`config.mk`:
```
export PLATFORM = sky130hd
export DESIGN_NAME = axi4_arbiter_2to1_flat
export DESIGN_NICKNAME = d
export VERILOG_FILES = /design/src/rtl/axi4_arbiter_2to1_if.sv /design/src/rtl/axi4_arbiter_2to1.sv /design/src/flat_wrapper.sv
export SDC_FILE = /design/constraint.sdc
export NUM_CORES = 1
export LEC_CHECK = 0
export ABC_CLOCK_PERIOD_IN_PS = 3350
export CORE_AREA = 8 8 297 299
export CTS_BUF_LIST = sky130_fd_sc_hd__clkbuf_8
export CTS_CLUSTER_SIZE = 14
export DETAILED_ROUTE_END_ITERATION = 6
export DIE_AREA = 0 0 305 307
export HOLD_SLACK_MARGIN = 0.03
export PLACE_DENSITY = 0.39
export SLEW_MARGIN = 10
export SYNTH_ARGS = -nofsm -noshare
export SYNTH_HDL_FRONTEND = slang
export SYNTH_SLANG_ARGS = --single-unit
```
`constraint.sdc`:
```
create_clock -name clock -period 3.35 [get_ports clock]
set_input_delay 0.67 -clock clock [delete_from_list [all_inputs] [get_ports clock]]
set_output_delay 0.67 -clock clock [all_outputs]
set_load 0.03 [all_outputs]
```
`src/rtl/axi4_arbiter_2to1_if.sv`:
```
// rtl/axi4_arbiter_2to1_if.sv - AXI4 port bundle shared by the 2:1 arbiter's master and slave sides
//
// Purpose: one full AXI4 port (AR, R, AW, W, B channels) with a 64-bit data
// path and 32-bit addresses. ID_W sets the ID width; IDs are carried unchanged.
//
// Modports:
//   master - drives ar*/aw*/w* payload+valid, rready, bready; receives the readies, r* and b*
//   slave  - the mirror image, used where a port is accepted (arbiter inputs m0/m1)
interface axi4_arbiter_2to1_if #(
  parameter int ID_W = 4
);
  logic            arvalid;
  logic            arready;
  logic [ID_W-1:0] arid;
  logic [31:0]     araddr;
  logic [7:0]      arlen;
  logic [2:0]      arsize;
  logic [1:0]      arburst;

  logic            rvalid;
  logic            rready;
  logic [ID_W-1:0] rid;
  logic [63:0]     rdata;
  logic [1:0]      rresp;
  logic            rlast;

  logic            awvalid;
  logic            awready;
  logic [ID_W-1:0] awid;
  logic [31:0]     awaddr;
  logic [7:0]      awlen;
  logic [2:0]      awsize;
  logic [1:0]      awburst;

  logic            wvalid;
  logic            wready;
  logic [63:0]     wdata;
  logic [7:0]      wstrb;
  logic            wlast;

  logic            bvalid;
  logic            bready;
  logic [ID_W-1:0] bid;
  logic [1:0]      bresp;

  modport master (
    output arvalid, arid, araddr, arlen, arsize, arburst,
    input  arready,
    input  rvalid, rid, rdata, rresp, rlast,
    output rready,
    output awvalid, awid, awaddr, awlen, awsize, awburst,
    input  awready,
    output wvalid, wdata, wstrb, wlast,
    input  wready,
    input  bvalid, bid, bresp,
    output bready
  );

  modport slave (
    input  arvalid, arid, araddr, arlen, arsize, arburst,
    output arready,
    output rvalid, rid, rdata, rresp, rlast,
    input  rready,
    input  awvalid, awid, awaddr, awlen, awsize, awburst,
    output awready,
    input  wvalid, wdata, wstrb, wlast,
    output wready,
    output bvalid, bid, bresp,
    input  bready
  );
endinterface

```
`src/rtl/axi4_arbiter_2to1.sv`:
```
// rtl/axi4_arbiter_2to1.sv - two-master AXI4 arbiter sharing one 64-bit AXI4 port
//
// Purpose: master 0 and master 1 share the out port. Reads and writes are
// arbitrated by independent FSMs, one outstanding transaction per direction.
// Responses go back to the master that won that direction's address phase.
// Payload fields (id, addr, len, size, burst, data, strb, resp, last) pass
// through unmodified; data/response channels are combinational.
//
// Ports:
//   clock  - sole clock, rising edge
//   resetn - asynchronous active-low reset; all valids/readies drop at once
//   m0, m1 - upstream masters (slave modport of axi4_arbiter_2to1_if)
//   out    - shared downstream port toward the width converter (master modport)
//   ID width is set by the ID_W parameter of the connected interface instances.
//
// Configuration macro: AXI4_ARB_ROUND_ROBIN_EN
//   defined   - round-robin on ties, separate last-grant bit per direction
//               (reset value 1, so master 0 wins the first tie)
//   undefined - fixed priority, master 0 always wins a tie
module axi4_arbiter_2to1 (
  input  logic                  clock,
  input  logic                  resetn,
  axi4_arbiter_2to1_if.slave    m0,
  axi4_arbiter_2to1_if.slave    m1,
  axi4_arbiter_2to1_if.master   out
);

  typedef enum logic [1:0] {RIDLE, RADDR, RDATA} rstate_e;
  typedef enum logic [1:0] {WIDLE, WADDR, WDATA, WRESP} wstate_e;

  rstate_e rstate_q, rstate_d;
  wstate_e wstate_q, wstate_d;
  logic    rgrant_q, rgrant_d;   // 0 = master 0, 1 = master 1
  logic    wgrant_q, wgrant_d;
  logic    rpick, wpick;         // winner if arbitration happened this cycle

  // Granted master's handshake-side signals
  logic sel_arvalid, sel_rready;
  logic sel_awvalid, sel_wvalid, sel_wlast, sel_bready;
  logic ar_hs, aw_hs;

  assign sel_arvalid = rgrant_q ? m1.arvalid : m0.arvalid;
  assign sel_rready  = rgrant_q ? m1.rready  : m0.rready;
  assign sel_awvalid = wgrant_q ? m1.awvalid : m0.awvalid;
  assign sel_wvalid  = wgrant_q ? m1.wvalid  : m0.wvalid;
  assign sel_wlast   = wgrant_q ? m1.wlast   : m0.wlast;
  assign sel_bready  = wgrant_q ? m1.bready  : m0.bready;

  assign ar_hs = (rstate_q == RADDR) && sel_arvalid && out.arready;
  assign aw_hs = (wstate_q == WADDR) && sel_awvalid && out.awready;

`ifdef AXI4_ARB_ROUND_ROBIN_EN
  logic rprev_q, wprev_q;        // master granted at the last address handshake

  // On a tie the master not granted last time wins; otherwise the lone requester.
  assign rpick = (m0.arvalid && m1.arvalid) ? ~rprev_q : ~m0.arvalid;
  assign wpick = (m0.awvalid && m1.awvalid) ? ~wprev_q : ~m0.awvalid;

  always_ff @(posedge clock or negedge resetn) begin
    if (!resetn) begin
      rprev_q <= 1'b1;
      wprev_q <= 1'b1;
    end else begin
      if (ar_hs) rprev_q <= rgrant_q;
      if (aw_hs) wprev_q <= wgrant_q;
    end
  end
`else
  // Master 0 wins whenever it requests.
  assign rpick = ~m0.arvalid;
  assign wpick = ~m0.awvalid;
`endif

  always_ff @(posedge clock or negedge resetn) begin
    if (!resetn) begin
      rstate_q <= RIDLE;
      wstate_q <= WIDLE;
      rgrant_q <= 1'b0;
      wgrant_q <= 1'b0;
    end else begin
      rstate_q <= rstate_d;
      wstate_q <= wstate_d;
      rgrant_q <= rgrant_d;
      wgrant_q <= wgrant_d;
    end
  end

  // Payload muxes: valid gating below makes these don't-care outside their phase.
  assign out.arid    = rgrant_q ? m1.arid    : m0.arid;
  assign out.araddr  = rgrant_q ? m1.araddr  : m0.araddr;
  assign out.arlen   = rgrant_q ? m1.arlen   : m0.arlen;
  assign out.arsize  = rgrant_q ? m1.arsize  : m0.arsize;
  assign out.arburst = rgrant_q ? m1.arburst : m0.arburst;

  assign out.awid    = wgrant_q ? m1.awid    : m0.awid;
  assign out.awaddr  = wgrant_q ? m1.awaddr  : m0.awaddr;
  assign out.awlen   = wgrant_q ? m1.awlen   : m0.awlen;
  assign out.awsize  = wgrant_q ? m1.awsize  : m0.awsize;
  assign out.awburst = wgrant_q ? m1.awburst : m0.awburst;

  assign out.wdata   = wgrant_q ? m1.wdata   : m0.wdata;
  assign out.wstrb   = wgrant_q ? m1.wstrb   : m0.wstrb;
  assign out.wlast   = sel_wlast;

  assign m0.rid   = out.rid;
  assign m0.rdata = out.rdata;
  assign m0.rresp = out.rresp;
  assign m0.rlast = out.rlast;
  assign m1.rid   = out.rid;
  assign m1.rdata = out.rdata;
  assign m1.rresp = out.rresp;
  assign m1.rlast = out.rlast;

  assign m0.bid   = out.bid;
  assign m0.bresp = out.bresp;
  assign m1.bid   = out.bid;
  assign m1.bresp = out.bresp;

  // Read FSM: next state and handshake routing
  always_comb begin
    rstate_d    = rstate_q;
    rgrant_d    = rgrant_q;
    out.arvalid = 1'b0;
    out.rready  = 1'b0;
    m0.arready  = 1'b0;
    m1.arready  = 1'b0;
    m0.rvalid   = 1'b0;
    m1.rvalid   = 1'b0;
    case (rstate_q)
      RIDLE: begin
        if (m0.arvalid || m1.arvalid) begin
          rgrant_d = rpick;
          rstate_d = RADDR;
        end
      end
      RADDR: begin
        out.arvalid = sel_arvalid;
        m0.arready  = ~rgrant_q & out.arready;
        m1.arready  =  rgrant_q & out.arready;
        if (ar_hs) rstate_d = RDATA;
      end
      RDATA: begin
        out.rready = sel_rready;
        m0.rvalid  = ~rgrant_q & out.rvalid;
        m1.rvalid  =  rgrant_q & out.rvalid;
        if (out.rvalid && sel_rready && out.rlast) rstate_d = RIDLE;
      end
      default: rstate_d = RIDLE;
    endcase
  end

  // Write FSM: next state and handshake routing. wready is only ever raised
  // in WDATA, so W data offered ahead of AW simply waits.
  always_comb begin
    wstate_d    = wstate_q;
    wgrant_d    = wgrant_q;
    out.awvalid = 1'b0;
    out.wvalid  = 1'b0;
    out.bready  = 1'b0;
    m0.awready  = 1'b0;
    m1.awready  = 1'b0;
    m0.wready   = 1'b0;
    m1.wready   = 1'b0;
    m0.bvalid   = 1'b0;
    m1.bvalid   = 1'b0;
    case (wstate_q)
      WIDLE: begin
        if (m0.awvalid || m1.awvalid) begin
          wgrant_d = wpick;
          wstate_d = WADDR;
        end
      end
      WADDR: begin
        out.awvalid = sel_awvalid;
        m0.awready  = ~wgrant_q & out.awready;
        m1.awready  =  wgrant_q & out.awready;
        if (aw_hs) wstate_d = WDATA;
      end
      WDATA: begin
        out.wvalid = sel_wvalid;
        m0.wready  = ~wgrant_q & out.wready;
        m1.wready  =  wgrant_q & out.wready;
        if (sel_wvalid && out.wready && sel_wlast) wstate_d = WRESP;
      end
      WRESP: begin
        out.bready = sel_bready;
        m0.bvalid  = ~wgrant_q & out.bvalid;
        m1.bvalid  =  wgrant_q & out.bvalid;
        if (out.bvalid && sel_bready) wstate_d = WIDLE;
      end
    endcase
  end

endmodule
```
`src/flat_wrapper.sv`:
```
// flat-port wrapper written by rule: the top's interface ports become plain ports
module axi4_arbiter_2to1_flat 
  (clock, resetn, m0_arvalid, m0_arid, m0_araddr, m0_arlen, m0_arsize, m0_arburst, m0_arready, m0_rvalid, m0_rid, m0_rdata, m0_rresp, m0_rlast, m0_rready, m0_awvalid, m0_awid, m0_awaddr, m0_awlen, m0_awsize, m0_awburst, m0_awready, m0_wvalid, m0_wdata, m0_wstrb, m0_wlast, m0_wready, m0_bvalid, m0_bid, m0_bresp, m0_bready, m1_arvalid, m1_arid, m1_araddr, m1_arlen, m1_arsize, m1_arburst, m1_arready, m1_rvalid, m1_rid, m1_rdata, m1_rresp, m1_rlast, m1_rready, m1_awvalid, m1_awid, m1_awaddr, m1_awlen, m1_awsize, m1_awburst, m1_awready, m1_wvalid, m1_wdata, m1_wstrb, m1_wlast, m1_wready, m1_bvalid, m1_bid, m1_bresp, m1_bready, out_arvalid, out_arid, out_araddr, out_arlen, out_arsize, out_arburst, out_arready, out_rvalid, out_rid, out_rdata, out_rresp, out_rlast, out_rready, out_awvalid, out_awid, out_awaddr, out_awlen, out_awsize, out_awburst, out_awready, out_wvalid, out_wdata, out_wstrb, out_wlast, out_wready, out_bvalid, out_bid, out_bresp, out_bready);
  axi4_arbiter_2to1_if m0_i ();
  axi4_arbiter_2to1_if m1_i ();
  axi4_arbiter_2to1_if out_i ();
  input  logic clock;
  input  logic resetn;
  input wire logic [$bits(m0_i.arvalid)-1:0] m0_arvalid;
  input wire logic [$bits(m0_i.arid)-1:0] m0_arid;
  input wire logic [$bits(m0_i.araddr)-1:0] m0_araddr;
  input wire logic [$bits(m0_i.arlen)-1:0] m0_arlen;
  input wire logic [$bits(m0_i.arsize)-1:0] m0_arsize;
  input wire logic [$bits(m0_i.arburst)-1:0] m0_arburst;
  output wire logic [$bits(m0_i.arready)-1:0] m0_arready;
  output wire logic [$bits(m0_i.rvalid)-1:0] m0_rvalid;
  output wire logic [$bits(m0_i.rid)-1:0] m0_rid;
  output wire logic [$bits(m0_i.rdata)-1:0] m0_rdata;
  output wire logic [$bits(m0_i.rresp)-1:0] m0_rresp;
  output wire logic [$bits(m0_i.rlast)-1:0] m0_rlast;
  input wire logic [$bits(m0_i.rready)-1:0] m0_rready;
  input wire logic [$bits(m0_i.awvalid)-1:0] m0_awvalid;
  input wire logic [$bits(m0_i.awid)-1:0] m0_awid;
  input wire logic [$bits(m0_i.awaddr)-1:0] m0_awaddr;
  input wire logic [$bits(m0_i.awlen)-1:0] m0_awlen;
  input wire logic [$bits(m0_i.awsize)-1:0] m0_awsize;
  input wire logic [$bits(m0_i.awburst)-1:0] m0_awburst;
  output wire logic [$bits(m0_i.awready)-1:0] m0_awready;
  input wire logic [$bits(m0_i.wvalid)-1:0] m0_wvalid;
  input wire logic [$bits(m0_i.wdata)-1:0] m0_wdata;
  input wire logic [$bits(m0_i.wstrb)-1:0] m0_wstrb;
  input wire logic [$bits(m0_i.wlast)-1:0] m0_wlast;
  output wire logic [$bits(m0_i.wready)-1:0] m0_wready;
  output wire logic [$bits(m0_i.bvalid)-1:0] m0_bvalid;
  output wire logic [$bits(m0_i.bid)-1:0] m0_bid;
  output wire logic [$bits(m0_i.bresp)-1:0] m0_bresp;
  input wire logic [$bits(m0_i.bready)-1:0] m0_bready;
  input wire logic [$bits(m1_i.arvalid)-1:0] m1_arvalid;
  input wire logic [$bits(m1_i.arid)-1:0] m1_arid;
  input wire logic [$bits(m1_i.araddr)-1:0] m1_araddr;
  input wire logic [$bits(m1_i.arlen)-1:0] m1_arlen;
  input wire logic [$bits(m1_i.arsize)-1:0] m1_arsize;
  input wire logic [$bits(m1_i.arburst)-1:0] m1_arburst;
  output wire logic [$bits(m1_i.arready)-1:0] m1_arready;
  output wire logic [$bits(m1_i.rvalid)-1:0] m1_rvalid;
  output wire logic [$bits(m1_i.rid)-1:0] m1_rid;
  output wire logic [$bits(m1_i.rdata)-1:0] m1_rdata;
  output wire logic [$bits(m1_i.rresp)-1:0] m1_rresp;
  output wire logic [$bits(m1_i.rlast)-1:0] m1_rlast;
  input wire logic [$bits(m1_i.rready)-1:0] m1_rready;
  input wire logic [$bits(m1_i.awvalid)-1:0] m1_awvalid;
  input wire logic [$bits(m1_i.awid)-1:0] m1_awid;
  input wire logic [$bits(m1_i.awaddr)-1:0] m1_awaddr;
  input wire logic [$bits(m1_i.awlen)-1:0] m1_awlen;
  input wire logic [$bits(m1_i.awsize)-1:0] m1_awsize;
  input wire logic [$bits(m1_i.awburst)-1:0] m1_awburst;
  output wire logic [$bits(m1_i.awready)-1:0] m1_awready;
  input wire logic [$bits(m1_i.wvalid)-1:0] m1_wvalid;
  input wire logic [$bits(m1_i.wdata)-1:0] m1_wdata;
  input wire logic [$bits(m1_i.wstrb)-1:0] m1_wstrb;
  input wire logic [$bits(m1_i.wlast)-1:0] m1_wlast;
  output wire logic [$bits(m1_i.wready)-1:0] m1_wready;
  output wire logic [$bits(m1_i.bvalid)-1:0] m1_bvalid;
  output wire logic [$bits(m1_i.bid)-1:0] m1_bid;
  output wire logic [$bits(m1_i.bresp)-1:0] m1_bresp;
  input wire logic [$bits(m1_i.bready)-1:0] m1_bready;
  output wire logic [$bits(out_i.arvalid)-1:0] out_arvalid;
  output wire logic [$bits(out_i.arid)-1:0] out_arid;
  output wire logic [$bits(out_i.araddr)-1:0] out_araddr;
  output wire logic [$bits(out_i.arlen)-1:0] out_arlen;
  output wire logic [$bits(out_i.arsize)-1:0] out_arsize;
  output wire logic [$bits(out_i.arburst)-1:0] out_arburst;
  input wire logic [$bits(out_i.arready)-1:0] out_arready;
  input wire logic [$bits(out_i.rvalid)-1:0] out_rvalid;
  input wire logic [$bits(out_i.rid)-1:0] out_rid;
  input wire logic [$bits(out_i.rdata)-1:0] out_rdata;
  input wire logic [$bits(out_i.rresp)-1:0] out_rresp;
  input wire logic [$bits(out_i.rlast)-1:0] out_rlast;
  output wire logic [$bits(out_i.rready)-1:0] out_rready;
  output wire logic [$bits(out_i.awvalid)-1:0] out_awvalid;
  output wire logic [$bits(out_i.awid)-1:0] out_awid;
  output wire logic [$bits(out_i.awaddr)-1:0] out_awaddr;
  output wire logic [$bits(out_i.awlen)-1:0] out_awlen;
  output wire logic [$bits(out_i.awsize)-1:0] out_awsize;
  output wire logic [$bits(out_i.awburst)-1:0] out_awburst;
  input wire logic [$bits(out_i.awready)-1:0] out_awready;
  output wire logic [$bits(out_i.wvalid)-1:0] out_wvalid;
  output wire logic [$bits(out_i.wdata)-1:0] out_wdata;
  output wire logic [$bits(out_i.wstrb)-1:0] out_wstrb;
  output wire logic [$bits(out_i.wlast)-1:0] out_wlast;
  input wire logic [$bits(out_i.wready)-1:0] out_wready;
  input wire logic [$bits(out_i.bvalid)-1:0] out_bvalid;
  input wire logic [$bits(out_i.bid)-1:0] out_bid;
  input wire logic [$bits(out_i.bresp)-1:0] out_bresp;
  output wire logic [$bits(out_i.bready)-1:0] out_bready;
  assign m0_i.arvalid = m0_arvalid;
  assign m0_i.arid = m0_arid;
  assign m0_i.araddr = m0_araddr;
  assign m0_i.arlen = m0_arlen;
  assign m0_i.arsize = m0_arsize;
  assign m0_i.arburst = m0_arburst;
  assign m0_arready = m0_i.arready;
  assign m0_rvalid = m0_i.rvalid;
  assign m0_rid = m0_i.rid;
  assign m0_rdata = m0_i.rdata;
  assign m0_rresp = m0_i.rresp;
  assign m0_rlast = m0_i.rlast;
  assign m0_i.rready = m0_rready;
  assign m0_i.awvalid = m0_awvalid;
  assign m0_i.awid = m0_awid;
  assign m0_i.awaddr = m0_awaddr;
  assign m0_i.awlen = m0_awlen;
  assign m0_i.awsize = m0_awsize;
  assign m0_i.awburst = m0_awburst;
  assign m0_awready = m0_i.awready;
  assign m0_i.wvalid = m0_wvalid;
  assign m0_i.wdata = m0_wdata;
  assign m0_i.wstrb = m0_wstrb;
  assign m0_i.wlast = m0_wlast;
  assign m0_wready = m0_i.wready;
  assign m0_bvalid = m0_i.bvalid;
  assign m0_bid = m0_i.bid;
  assign m0_bresp = m0_i.bresp;
  assign m0_i.bready = m0_bready;
  assign m1_i.arvalid = m1_arvalid;
  assign m1_i.arid = m1_arid;
  assign m1_i.araddr = m1_araddr;
  assign m1_i.arlen = m1_arlen;
  assign m1_i.arsize = m1_arsize;
  assign m1_i.arburst = m1_arburst;
  assign m1_arready = m1_i.arready;
  assign m1_rvalid = m1_i.rvalid;
  assign m1_rid = m1_i.rid;
  assign m1_rdata = m1_i.rdata;
  assign m1_rresp = m1_i.rresp;
  assign m1_rlast = m1_i.rlast;
  assign m1_i.rready = m1_rready;
  assign m1_i.awvalid = m1_awvalid;
  assign m1_i.awid = m1_awid;
  assign m1_i.awaddr = m1_awaddr;
  assign m1_i.awlen = m1_awlen;
  assign m1_i.awsize = m1_awsize;
  assign m1_i.awburst = m1_awburst;
  assign m1_awready = m1_i.awready;
  assign m1_i.wvalid = m1_wvalid;
  assign m1_i.wdata = m1_wdata;
  assign m1_i.wstrb = m1_wstrb;
  assign m1_i.wlast = m1_wlast;
  assign m1_wready = m1_i.wready;
  assign m1_bvalid = m1_i.bvalid;
  assign m1_bid = m1_i.bid;
  assign m1_bresp = m1_i.bresp;
  assign m1_i.bready = m1_bready;
  assign out_arvalid = out_i.arvalid;
  assign out_arid = out_i.arid;
  assign out_araddr = out_i.araddr;
  assign out_arlen = out_i.arlen;
  assign out_arsize = out_i.arsize;
  assign out_arburst = out_i.arburst;
  assign out_i.arready = out_arready;
  assign out_i.rvalid = out_rvalid;
  assign out_i.rid = out_rid;
  assign out_i.rdata = out_rdata;
  assign out_i.rresp = out_rresp;
  assign out_i.rlast = out_rlast;
  assign out_rready = out_i.rready;
  assign out_awvalid = out_i.awvalid;
  assign out_awid = out_i.awid;
  assign out_awaddr = out_i.awaddr;
  assign out_awlen = out_i.awlen;
  assign out_awsize = out_i.awsize;
  assign out_awburst = out_i.awburst;
  assign out_i.awready = out_awready;
  assign out_wvalid = out_i.wvalid;
  assign out_wdata = out_i.wdata;
  assign out_wstrb = out_i.wstrb;
  assign out_wlast = out_i.wlast;
  assign out_i.wready = out_wready;
  assign out_i.bvalid = out_bvalid;
  assign out_i.bid = out_bid;
  assign out_i.bresp = out_bresp;
  assign out_bready = out_i.bready;
  axi4_arbiter_2to1 u_core (.clock(clock), .resetn(resetn), .m0(m0_i), .m1(m1_i), .out(out_i));
endmodule
```
# == After elaboration in Yosys (flattened, before gate mapping) ==
# Index checks and enable logic that the tools add are counted.
# op_classes
add_sub_neg,0
multipliers,0
n_div,0
n_lt_le_gt_ge,0
eq_ne,12
shifts,0
n_mux,42
n_bitwise,14
reduce_logical,17
# ops
op,n
$mux W32,2
$mux W64,1
$mux W8,3
$mux W1,21
$mux W2,9
$ne A2 B1 Y1 const B,7
$and A1 B1 Y1,10
$logic_and A1 B1 Y1,9
$mux W4,2
$pmux W2 S4,1
$eq A2 B2 Y1 const B,3
$mux W3,2
$pmux W2 S3,1
$eq A2 B1 Y1 const B,2
$logic_not A2 Y1,2
$not A1 Y1,4
$reduce_and A2 Y1,2
$reduce_and A4 Y1,1
$reduce_and A3 Y1,1
$logic_or A1 B1 Y1,2
# word_totals
register_bits,6
latchBits,0
mem_bits_rw,0
rom_bits,0
inputBits,436
out_inout_bits,340
word_cells,89
memories,0

# == Depth between registers and ports, before layout ==
# depth
word_depth,5
depth_mapped,6
depth_no_buf,6

# == Worst setup path before layout ==
# No wires, ideal clock.
# synth_path
path_type,register -> output
from,reg u_core.wgrant_q
to,out m0_awready
arrival_ns,1.250
t_required_ns,2.680
path_slack_ns,1.430
stages_incl_launch_ff,5
path_buffers,3
path_cell_list,dfrtp_1 > buf_4 > buf_2 > buf_2 > nor2_1
# synth_between
elab_chain_cells,3
# synth_rtl
element,line,source
"start, declared",axi4_arbiter_2to1.sv:34,"logic wgrant_q, wgrant_d;"
"start signal, assigned",axi4_arbiter_2to1.sv:84,wgrant_q <= wgrant_d;
$not A1 Y1,axi4_arbiter_2to1.sv:175,m0.awready = ~wgrant_q & out.awready;
$and A1 B1 Y1,axi4_arbiter_2to1.sv:175,
$mux W1,axi4_arbiter_2to1.sv:166,case (wstate_q)
"end, declared",flat_wrapper.sv:28,output wire logic [$bits(m0_i.awready)-1:0] m0_awready;
# Every way passes these cells.

# == Worst setup path in the final report ==
# layout_path
from,reg u_core.wgrant_q
to,out out_awaddr[23]
# layout_between
elab_chain_cells,1
# layout_rtl
element,line,source
$mux W32,axi4_arbiter_2to1.sv:96,assign out.awaddr = wgrant_q ? m1.awaddr : m0.awaddr;
"end, declared",flat_wrapper.sv:82,output wire logic [$bits(out_i.awaddr)-1:0] out_awaddr;
# Every way passes these cells.

==> flow_summary.json <==
{
  "p_int_w": 0.002656,
  "grt_max_degree": 43,
  "design_power_total_w": 0.006110,
  "grt_pass1_wl_um": 57580,
  "drive_above_1_share_pct": 32.08,
  "fillCellCount": 9539,
  "drc_errors": 0,
  "top_layer": "met4",
  "end_kind": "output port",
  "cts_buffer_depth": 2,
  "ys_ff_latch": 6,
  "final_hold_viol_count": 0,
  "post_cts_buffers": 0,
  "arrival_ns": 2.44,
  "numClockSinks": 6,
  "seqPwrFrac_pct": 4.3,
  "syn_area_um2": 3744,
  "p_sw_share_pct": 56.53,
  "dieHeight_um": 307,
  "ys_seq_area_share_pct": 4.011,
  "grt_usage_pct": 9.284,
  "synthAdderAreaFrac_pct": 1.671,
  "min_period_ns": 3.112,
  "drt_iter0_drc": 173,
  "h-tree-depth": 1,
  "gp_congestion": 0.7798,
  "worstRegToRegCells": 5,
  "fin_skew_ns": 0.0001825,
  "gr-total-overflow": 0,
  "setup_viol": 0,
  "antenna_found_initial": 10,
  "setup.worst_path.class": "reg2out",
  "io_buffers": 547,
  "vias": 4632,
  "dieArea_um2": 93640,
  "start_kind": "flip-flop",
  "io_pins": 776,
  "synth_cell_types": 22,
  "ctsHoldBuffers": 0,
  "die_x_um": 305,
  "clockRootBuffer": "clkbuf_8",
  "clk_pin_slew_ns": 0.04,
  "utilization_pct": 11.27,
  "syn_to_final_growth_pct": 150.4,
  "synth_xor_area_share_pct": 0,
  "yosys.area_share.simple_pct": 4.813,
  "fin_tns_setup_ns": 0,
  "synth.area.mux_share_pct": 53.18,
  "synthCells": 412,
  "placementRows": 106,
  "dp_hpwl_um": 43980,
  "routedWlPerCell_um": 25.03,
  "required_ns": 2.68,
  "max_freq_mhz": 321.4,
  "min_delay_path_depth": 1,
  "ant_nets": 0,
  "dr_wl_met2_um": 19800,
  "fin_nets": 1241,
  "regArea_um2": 155.1,
  "p_sw_w": 0.003454,
  "cap_violations": 0,
  "period_share_pct": 92.88,
  "cts_tree": "built",
  "fp.coreArea_um2": 83160,
  "path_max_fanout": 20,
  "vias_per_cell": 2.465,
  "drv_slew": 0,
  "synth_compound_area_share_pct": 1.738,
  "hp-start": "u_core.rstate_q[1]",
  "min_to": "u_core.rstate_q[0]",
  "cts_resized": 0,
  "relSlewSlack_pct": 65.01,
  "rsz0062_at_grt": "no",
  "r2r_start": "u_core.wgrant_q",
  "wl_met1_um": 18420,
  "syn_avg_cell_area_um2": 9.086,
  "timing.rr.end": "u_core.wstate_q[1]",
  "firstDrtPassIters": 4,
  "worst_slew_pin_slew_ns": 0.5232,
  "comb_power_share_pct": 93.9,
  "start_util_pct": 4.502,
  "r2r_slack_ns": 1.46,
  "ys_warn_count": 0,
  "status": "finished, final reports clean",
  "pwr-share-clk_pct": 1.9,
  "wl_met3_um": 7659,
  "syn-num-nets": 853,
  "cts_made_buffers": 3,
  "wl_um": 47030,
  "leakage_nw": 3.243,
  "clk_latency_ns": 0.23,
  "irDropWorstVdd_v": 0.0002631,
  "hold_path.class": "reg2reg",
  "synth_top_family_by_area": "multiplexers",
  "power_density_nw_per_um2": 651.8,
  "multi_input_comb_area_um2": 2298,
  "grt_pass1_vias": 5293
}
synth_stat cells, drive strengths merged:
cell type / number / share of area, %
and4: 1 / 0.23
nor2: 8 / 0.80
ha: 5 / 1.7
a21o: 1 / 0.20
nand3: 1 / 0.13
nand4b: 1 / 0.23
nand4: 2 / 0.33
mux2: 172 / 52
nand2b: 1 / 0.17
nor2b: 7 / 1.2
nand2: 9 / 0.90
buf: 175 / 34
dfrtp: 6 / 4.0
o21ai: 4 / 0.63
a21oi: 5 / 0.67
and3: 5 / 0.84
inv: 3 / 0.30
mux2i: 5 / 1.3
o32ai: 1 / 0.23
state kept, by name (all words and copies together) (netlist names):
name,flops
u_core.wstate_q,2
u_core.rstate_q,2
u_core.wgrant_q,1
u_core.rgrant_q,1
per-layer routing:
layer	track usage (%)	vias to the layer above
met2	14.01	426
met1	10.43	2073
met5	0	-
met4	2.494	0
li1	-	2039
met3	6.625	94
how the worst max path moves through the flow:
stage                                from              to  slack, ns
after floorplan           u_core.wgrant_q      m0_awready       1.43
after global placement        m0_wstrb[4]    out_wstrb[4]       0.46
after detailed placement      m0_wstrb[4]    out_wstrb[4]       0.46
after CTS                 u_core.wgrant_q  out_awaddr[29]       0.22
after global routing      u_core.wgrant_q  out_awaddr[29]       0.18
final                     u_core.wgrant_q  out_awaddr[23]       0.24
stage by stage:
stage	cell area [um^2]	setup WS [ns]	hold slack [ns]	std cells
floorplan	3744	1.430	0.3744	412
finish	9375	0.2385	0.4827	1879
global route	9375	0.1778	0.5082	1879
detailed placement	9331	0.4646	0.4785	1875
CTS	9373	0.2188	0.4835	1878
global placement	9331	0.4560	0.4725	1875
placed cells by master (no fill, tap or decap), types with 4 or more instances in the layout:
cell type / count
clkdlybuf4s50_1: 480
mux2_2: 171
buf_4: 68
buf_12: 10
nand2_1: 9
nor2_1: 8
nor2b_1: 7
mux2i_1: 5
and3_1: 5
a21oi_1: 5
ha_1: 5
dfrtp_1: 4
cell families (layout without fill, tap and decap cells):
family | after synthesis | count (layout)
DFF | 6 | 6
buffers and inverters | 178 | 564
and+or+nand+nor | 35 | 35
muxes | 177 | 177
adders and majority gates | 5 | 5
other | 0 | 1
AOI/OAI and AO/OA | 11 | 11
layout make-up:
| type | instances | area share, % |
|---|---|---|
| timing repair buffer | 558 | 58.83 |
| multi-input combinational | 228 | 24.52 |
| tap | 1080 | 14.41 |
| sequential | 6 | 1.655 |
| clock buffer | 3 | 0.4404 |
| inverter | 3 | 0.1201 |
| antenna | 1 | 0.02669 |
critical path: stages, from the launching register on:
cell             delay (ns)
dfrtp_4                0.73
buf_4                  0.34
mux2_2                 0.37
clkdlybuf4s50_1        0.71
power by group through the flow:
stage                     Combinational, W  Clock [W]  Sequential [W]
final                              0.00574   0.000113        0.000261
after global routing               0.00609   0.000123        0.000278
after CTS                          0.00594   0.000122        0.000270
after detailed placement           0.00590          0        0.000272
after global placement             0.00590          0        0.000269
after floorplan                    0.00338          0        0.000133
(Power assumes the default switching activity.)
